--- config.mk ---
export PLATFORM = sky130hd
export DESIGN_NAME = rvfi_seq_record
export DESIGN_NICKNAME = d
export VERILOG_FILES = /design/src/rtl/rvfi_seq_record.sv
export SDC_FILE = /design/constraint.sdc
export NUM_CORES = 1
export LEC_CHECK = 0
export CAP_MARGIN = 15
export CORE_ASPECT_RATIO = 2
export CORE_MARGIN = 2
export CORE_UTILIZATION = 45
export CTS_BUF_LIST = sky130_fd_sc_hd__clkbuf_2 sky130_fd_sc_hd__clkbuf_4 sky130_fd_sc_hd__clkbuf_8
export DETAILED_ROUTE_END_ITERATION = 8
export GPL_TIMING_DRIVEN = 0
export PLACE_DENSITY = 0.85
export SLEW_MARGIN = 15
export SYNTH_ARGS = -nofsm -noshare
export SYNTH_HDL_FRONTEND = slang
export SYNTH_SLANG_ARGS = --single-unit
export TNS_END_PERCENT = 30
--- constraint.sdc ---
create_clock -name clock -period 1.2 [get_ports clock]
set_input_delay 0.18 -clock clock [delete_from_list [all_inputs] [get_ports clock]]
set_output_delay 0.18 -clock clock [all_outputs]
set_load 0.02 [all_outputs]
--- src/rtl/rvfi_seq_record.sv ---
// rvfi_seq_record
// ---------------------------------------------------------------------------
// Trace recorder that turns an N-bit sampled signal plus its enable into an
// ASCII string using the same alphabet the formal sequence decoder consumes.
// This lets a recorded trace be pasted back as a sequence parameter.
// Enabled samples become lowercase hex digits; disabled samples become "x".
// The first recorded character is the most significant non-zero byte, which
// matches Verilog string-literal order.
//
// Build option:
//   RISCV_FORMAL_SEQ_RECORD_WRAP_EN
//     When defined, reaching LEN characters does not end recording. The
//     buffer keeps the most recent LEN samples. count saturates at LEN, and
//     the extra ovf output flags that at least one character was shifted out.
//
// Parameters:
//   N    sample width, 1..4
//   LEN  maximum characters held, 1..128
//
// Ports:
//   clock  in   rising-edge clock
//   reset  in   asynchronous active-low reset
//   start  in   clear the buffer and begin recording (wins over stop)
//   stop   in   append this cycle's sample, then finish
//   en     in   sample valid
//   din    in   sample value
//   seq    out  recorded string, newest character in bits [7:0]
//   count  out  number of characters held
//   busy   out  recording in progress
//   done   out  recording finished, buffer holds its contents
//   full   out  count == LEN
//   ovf    out  (wrap build only) oldest character has been discarded
// ---------------------------------------------------------------------------
module rvfi_seq_record #(
    parameter int N   = 4,
    parameter int LEN = 16
) (
    input  logic                     clock,
    input  logic                     reset,
    input  logic                     start,
    input  logic                     stop,
    input  logic                     en,
    input  logic [N-1:0]             din,
    output logic [8*LEN-1:0]         seq,
    output logic [$clog2(LEN+1)-1:0] count,
    output logic                     busy,
    output logic                     done,
    output logic                     full
`ifdef RISCV_FORMAL_SEQ_RECORD_WRAP_EN
    ,
    output logic                     ovf
`endif
);

    localparam int              CW    = $clog2(LEN + 1);
    localparam logic [CW-1:0]   LEN_C = CW'(LEN);

    generate
        if (N < 1 || N > 4 || LEN < 1 || LEN > 128) begin : g_param_check
            $error("rvfi_seq_record: N must be 1..4 and LEN must be 1..128");
        end
    endgenerate

    typedef enum logic [1:0] {
        IDLE   = 2'd0,
        RECORD = 2'd1,
        DONE   = 2'd2
    } state_t;

    state_t            state_q;
    logic [8*LEN-1:0]  seq_q;
    logic [CW-1:0]     count_q;
    logic              busy_q;
    logic              done_q;
    logic              full_q;
`ifdef RISCV_FORMAL_SEQ_RECORD_WRAP_EN
    logic              ovf_q;
`endif

    logic [3:0]        din_ext_d;
    logic [7:0]        ch_d;
    logic [8*LEN-1:0]  seq_d;
    logic [CW-1:0]     count_d;
    logic              last_d;

    // Map a 4-bit value to its lowercase hex ASCII digit.
    function automatic logic [7:0] hex_char(input logic [3:0] v);
        if (v < 4'd10) begin
            return 8'h30 + {4'h0, v};
        end
        return 8'h57 + {4'h0, v};
    endfunction

    // Next buffer contents for a normal append. Shifting first and then
    // overwriting the low byte also works when LEN == 1.
    always_comb begin
        din_ext_d          = '0;
        din_ext_d[N-1:0]   = din;
        ch_d               = en ? hex_char(din_ext_d) : 8'h78;
        seq_d              = seq_q << 8;
        seq_d[7:0]         = ch_d;
`ifdef RISCV_FORMAL_SEQ_RECORD_WRAP_EN
        // Once the buffer is full the oldest char falls off the top, so count saturates.
        count_d            = (count_q == LEN_C) ? count_q : count_q + CW'(1);
        last_d             = 1'b0;
`else
        count_d            = count_q + CW'(1);
        last_d             = (count_d == LEN_C);
`endif
    end

    always_ff @(posedge clock or negedge reset) begin
        if (!reset) begin
            state_q <= IDLE;
            seq_q   <= '0;
            count_q <= '0;
            busy_q  <= 1'b0;
            done_q  <= 1'b0;
            full_q  <= 1'b0;
`ifdef RISCV_FORMAL_SEQ_RECORD_WRAP_EN
            ovf_q   <= 1'b0;
`endif
        end else if (start) begin
            // start takes priority in every state. No sample is taken this cycle.
            state_q <= RECORD;
            seq_q   <= '0;
            count_q <= '0;
            busy_q  <= 1'b1;
            done_q  <= 1'b0;
            full_q  <= 1'b0;
`ifdef RISCV_FORMAL_SEQ_RECORD_WRAP_EN
            ovf_q   <= 1'b0;
`endif
        end else begin
            case (state_q)
                RECORD: begin
                    seq_q   <= seq_d;
                    count_q <= count_d;
                    full_q  <= (count_d == LEN_C);
`ifdef RISCV_FORMAL_SEQ_RECORD_WRAP_EN
                    if (count_q == LEN_C) begin
                        ovf_q <= 1'b1;
                    end
`endif
                    if (stop || last_d) begin
                        state_q <= DONE;
                        busy_q  <= 1'b0;
                        done_q  <= 1'b1;
                    end
                end
                default: begin
                    // IDLE and DONE hold everything until the next start.
                end
            endcase
        end
    end

    assign seq   = seq_q;
    assign count = count_q;
    assign busy  = busy_q;
    assign done  = done_q;
    assign full  = full_q;
`ifdef RISCV_FORMAL_SEQ_RECORD_WRAP_EN
    assign ovf   = ovf_q;
`endif

endmodule

== Word level (Yosys, flattened, before mapping) ==
Index checks and enable logic that the tools add are counted.
Storage, ports and cells
  register bits after elaboration: 138
  input bits: 9
  output and inout port bits: 136
  logic and storage cells: 35
Cells by class
  $add $sub $neg: 3
  $lt $le $gt $ge: 1
  equal/unequal tests: 2
  mux-type cells: 19
  reductions and logical operators: 4
Operators by type and width (count)
  two-way mux 128 bit: 2
  two-way mux 8 bit: 3
  two-way mux 5 bit: 2
  two-way mux 1 bit: 9
  adder 7 x 4 -> 8 bit, first input constant: 1
  adder 6 x 4 -> 7 bit, first input constant: 1
  two-way mux 2 bit: 3
  adder 5 x 1 -> 5 bit, second input constant: 1
  == test 5 bit, second input constant: 1
  less-than comparator 4 bit, second input constant: 1
  nonzero test 2 bit: 2
  == test 2 x 1 -> 1 bit, second input constant: 1
  AND reduction 2 bit: 1
  logical OR 1 bit: 1

== Logic depth before layout (Yosys ltp) ==
  word-level depth: 6
  mapped depth: 6
  mapped depth without buffers: 5

== Worst setup path before layout ==
OpenSTA, ideal clock, no wires.
  kind: reg-to-reg
  start: reg count_q[0], in the netlist count[0]
  end: reg count_q[4], in the netlist count[4]
  arrival time: 1.271 ns
  required time: 1.122 ns
  slack: -0.149 ns
  cell stages (with the launch flop): 5
  buffers on the path: 0
  cell sequence: dfrtp_1 -> ha_1 -> nand3_1 -> or3_1 -> a21oi_1
Between the ends
  cells in the longest elaborated chain, start to end: 3
RTL lines
  from (decl): line 72  | logic [CW-1:0] count_q;
  from (signal assigned): line 138  | count_q <= count_d;
  adder 5 x 1 -> 5 bit: line 107  | count_d = count_q + CW'(1);
  two-way mux 5 bit: line 135  | case (state_q)
  two-way mux 5 bit: line 123  | end else if (start) begin
Every way passes these cells. The select of a mux whose other input is x is not followed.
A chain may end at the register's enable or synchronous reset.

== Worst setup path in the final report ==
  start: reg state_q[0]
  end: reg seq_q[6], in the netlist seq[6]
Between the ends
  cells in the longest elaborated chain, start to end: 2
RTL lines
  from (decl): line 70  | state_t state_q;
  from (signal assigned): line 114  | state_q <= IDLE;
  from (signal assigned): line 125  | state_q <= RECORD;
  from (signal assigned): line 146  | state_q <= DONE;
  == test 2 x 1 -> 1 bit: line 135
  nonzero test 2 bit (no line)
  to (signal assigned): line 137  | seq_q <= seq_d;
  to (decl): line 71  | logic [8*LEN-1:0] seq_q;
Every way passes these cells.

==> flow_summary_export.csv <==
group,metric,value,unit
route,vias,4920,
layout,nNetsFinal,801,
synth,ys_types,31,
route,viasPerCell,5.223,
timing,slew_viol_final,0,
worst_hold_path,hold_path.class,"in2reg",
timing,finalCritPeriodShare,114.9,%
route,antenna_left,0,
global_route,antenna_found_initial,0,
run,max-cap-violations,0,
placed_design,dp.cells,837,
pwr,p_sw,2507,µW
pwr,power_frac_clock,39.5,%
global_route,grt_overflow,0,
timing,worst_clock_skew,0.01625,ns
placed_design,io_buffers,127,
floorplan,ios,145,
layout,areaGrowthSynthToFinish,55.49,%
route,first_pass_iters,5,
placed_design,post-dp-hpwl,10.10,mm
run_status,violations,"negative setup slack",
run_status,status,"complete, but fails checks",
pwr,power_frac_seq,44.0,%
synth,yosysSeqAreaShare,59.19,%
layout,drive_gt1_share,44.01,%
synth,ys_ff_latch,120,
timing,setup_ws,-0.1784,ns
setup_path,timing.rr.end,"seq[6]",
synth,syn-cell-area,0.005074,mm²
timing,final-hold-violation-count,0,
cts,cts-root-buf,"clkbuf_8",
floorplan,die_w,79.08,µm
timing,setup_viol,125,
timing,rsz0062_at_grt,"yes",
setup_path,crit_type,"reg2reg",
setup_path,critPathArrivalTime,1.71,ns
global_route,grt_pass1_wl,24.34,mm
cts,htreeDepth,4,
timing,period_needed,1.378,ns
timing,timing.fmax,725.5,MHz
cts,cts_tree,"built",
cts,clk_latency,0.43,ns
pwr,switching_share,26.35,%
floorplan,rows,54,
pwr,ir_worst_vdd,0.001358,V
floorplan,coreArea,0.01095,mm²
route,drtIter0Drc,316,
worst_hold_path,min_to,"state_q[0]",
cts,cts_sinks,120,
pwr,p_int,7008,µW
setup_path,cp.required,1.53,ns
synth,syn_inst,554,
placed_design,place.gp.congestion,0.8019,
synth,netlist.top_cell.by_area,"dfrtp_1",
layout,layout.cells.non_filler,942,
synth,synth.top_cell.area_share,59.19,%
global_route,grt_pass1_vias,4894,
floorplan,die_y,154.2,µm
setup_path,ff2ff_setup_slack,-0.18,ns
route,post_drt_wl_per_cell,17.28,µm
timing,setup_tns,-12.16,ns
cts,numCtsBuffers,17,
layout,layout_commonest_cell,"nand2_1",
timing,hold_ws,0.2190,ns
cts,path_clk_slew,0.07,ns
synth,ys_top_cells_by_area,"dfrtp_1 59%, nand2_1 16%, a21oi_1 11%, buf_4 3.8%, buf_2 1.2%",
pwr,power_density,1206,mW/mm²
pwr,leakage,0.003851,µW
layout,mostFrequentLayoutCells,"193 x nand2_1, 113 x dfrtp_1, 91 x buf_4",
floorplan,die-area,0.01219,mm²
pwr,pwr-share-comb,16.4,%
setup_path,r2r_cells,6,
global_route,grt_use_total,25.99,%
layout,diodes,0,
timing,worst_pin_slew,0.6643,ns
timing,max_slew_margin,55.71,%
route,post-route-drc-count,0,
synth,synth_warnings,0,
floorplan,start_util,46.35,%
setup_path,start_kind,"flip-flop",
global_route,grt_max_degree,71,
setup_path,worst-path-max-fanout,7,
setup_path,critPathCaptureType,"flip-flop",
setup_path,worstReg2RegStart,"state_q[0]",
worst_hold_path,holdCritStartpoint,"start",
pwr,total_power,9515,µW
placed_design,place_ws,-0.3793,ns
synth,syn_avg_cell_area,9.158,µm²
worst_hold_path,worstHoldPathCells,2,
cts,clock_path_buffers,2,
route,wl,16.28,mm
## metal layers
layer | wire length, µm | vias to the layer above | global-route usage, %
met3 | 897 | 47 | 6.103
met4 | 682 | 0 | 15.11
li1 | - | 2250 | -
met2 | 9095 | 215 | 46.41
met1 | 5606 | 2408 | 26.98
met5 | 0 | - | 0
## sequential cells by signal, indices dropped and copies added, names as in the netlist
register,count
count,5
state_q,2
seq,112
full,1
## logic make-up after synthesis
| family | Yosys count | share of synthesized area (%) |
|---|---|---|
| compound gates | 128 | 13.46 |
| fa+ha+maj | 2 | 0.4931 |
| buf+inv | 58 | 7.250 |
| xor+xnor | 2 | 0.3453 |
| simple gates | 243 | 19.19 |
| other cells | 1 | 0.07391 |
| flops | 120 | 59.19 |
## power by group through the flow
stage	Sequential, µW	Combinational [µW]	Clock (µW)
global placement	4260	1030	0
CTS	4180	1230	3810
floorplan	4320	591	0
global route	4190	1660	4010
finish	4190	1560	3760
detailed placement	4260	1070	0
## worst max-delay path: stages, from the launching register on
cell,delay (ns)
dfrtp_2,0.45
nor2b_4,0.19
buf_6,0.16
buf_12,0.15
buf_4,0.11
nor2_1,0.04
a311oi_2,0.19
## cells in the mapped netlist
cell type	number
xnor2_1	1
a21o_1	1
o22ai_1	1
conb_1	1
o41a_1	1
nand3b_1	3
dfrtp_1	120
nand4bb_1	1
nand2b_1	3
buf_2	12
or3_1	2
ha_1	2
inv_1	2
a311oi_1	2
nand3_1	2
o41ai_2	1
a21oi_1	113
buf_6	5
nand2_1	219
buf_1	5
nand4b_1	2
a41oi_1	1
o21bai_1	2
o21ai_0	5
xor2_1	1
and4b_1	2
nor2_1	7
clkbuf_1	8
nor2b_1	2
o32a_1	1
buf_4	26
## through the flow
stage	util, %	instance area (µm²)
detailed placement	60.70	6644
global placement	60.44	6615
CTS	66.19	7244
global route	72.07	7889
finish	72.07	7889
floorplan	-	5169
## worst max-delay path by stage
stage                          start         end  slack [ns]  cells past startpoint
final                     state_q[0]      seq[6]       -0.18                      6
after global routing      state_q[1]     seq[56]       -0.24                      5
after CTS                 state_q[1]     seq[75]       -0.13                      6
after detailed placement      din[1]      seq[2]       -0.38                      6
after global placement         reset  state_q[0]       -4.79                      1
after floorplan           state_q[1]    count[3]       -0.07                      4
## final cells by class
class	instances	area, µm²
sequential	120	3012
multi-input combinational	391	2096
inverter	2	7.507
timing repair buffer	203	1713
fill	795	3057
buffer	55	476.7
clock buffer	22	284.0
tap	140	175.2
clock inverter	9	125.1
## repair_timing
item,CTS,global route
hold buffers,1,0
cloned,2,8
endpoints found under the hold margin,50,0
endpoints found under the setup margin,240,196
setup buffers,63,1
gates resized for setup,570,132
pin swaps,4,24
Power figures use the tool's default switching activity.
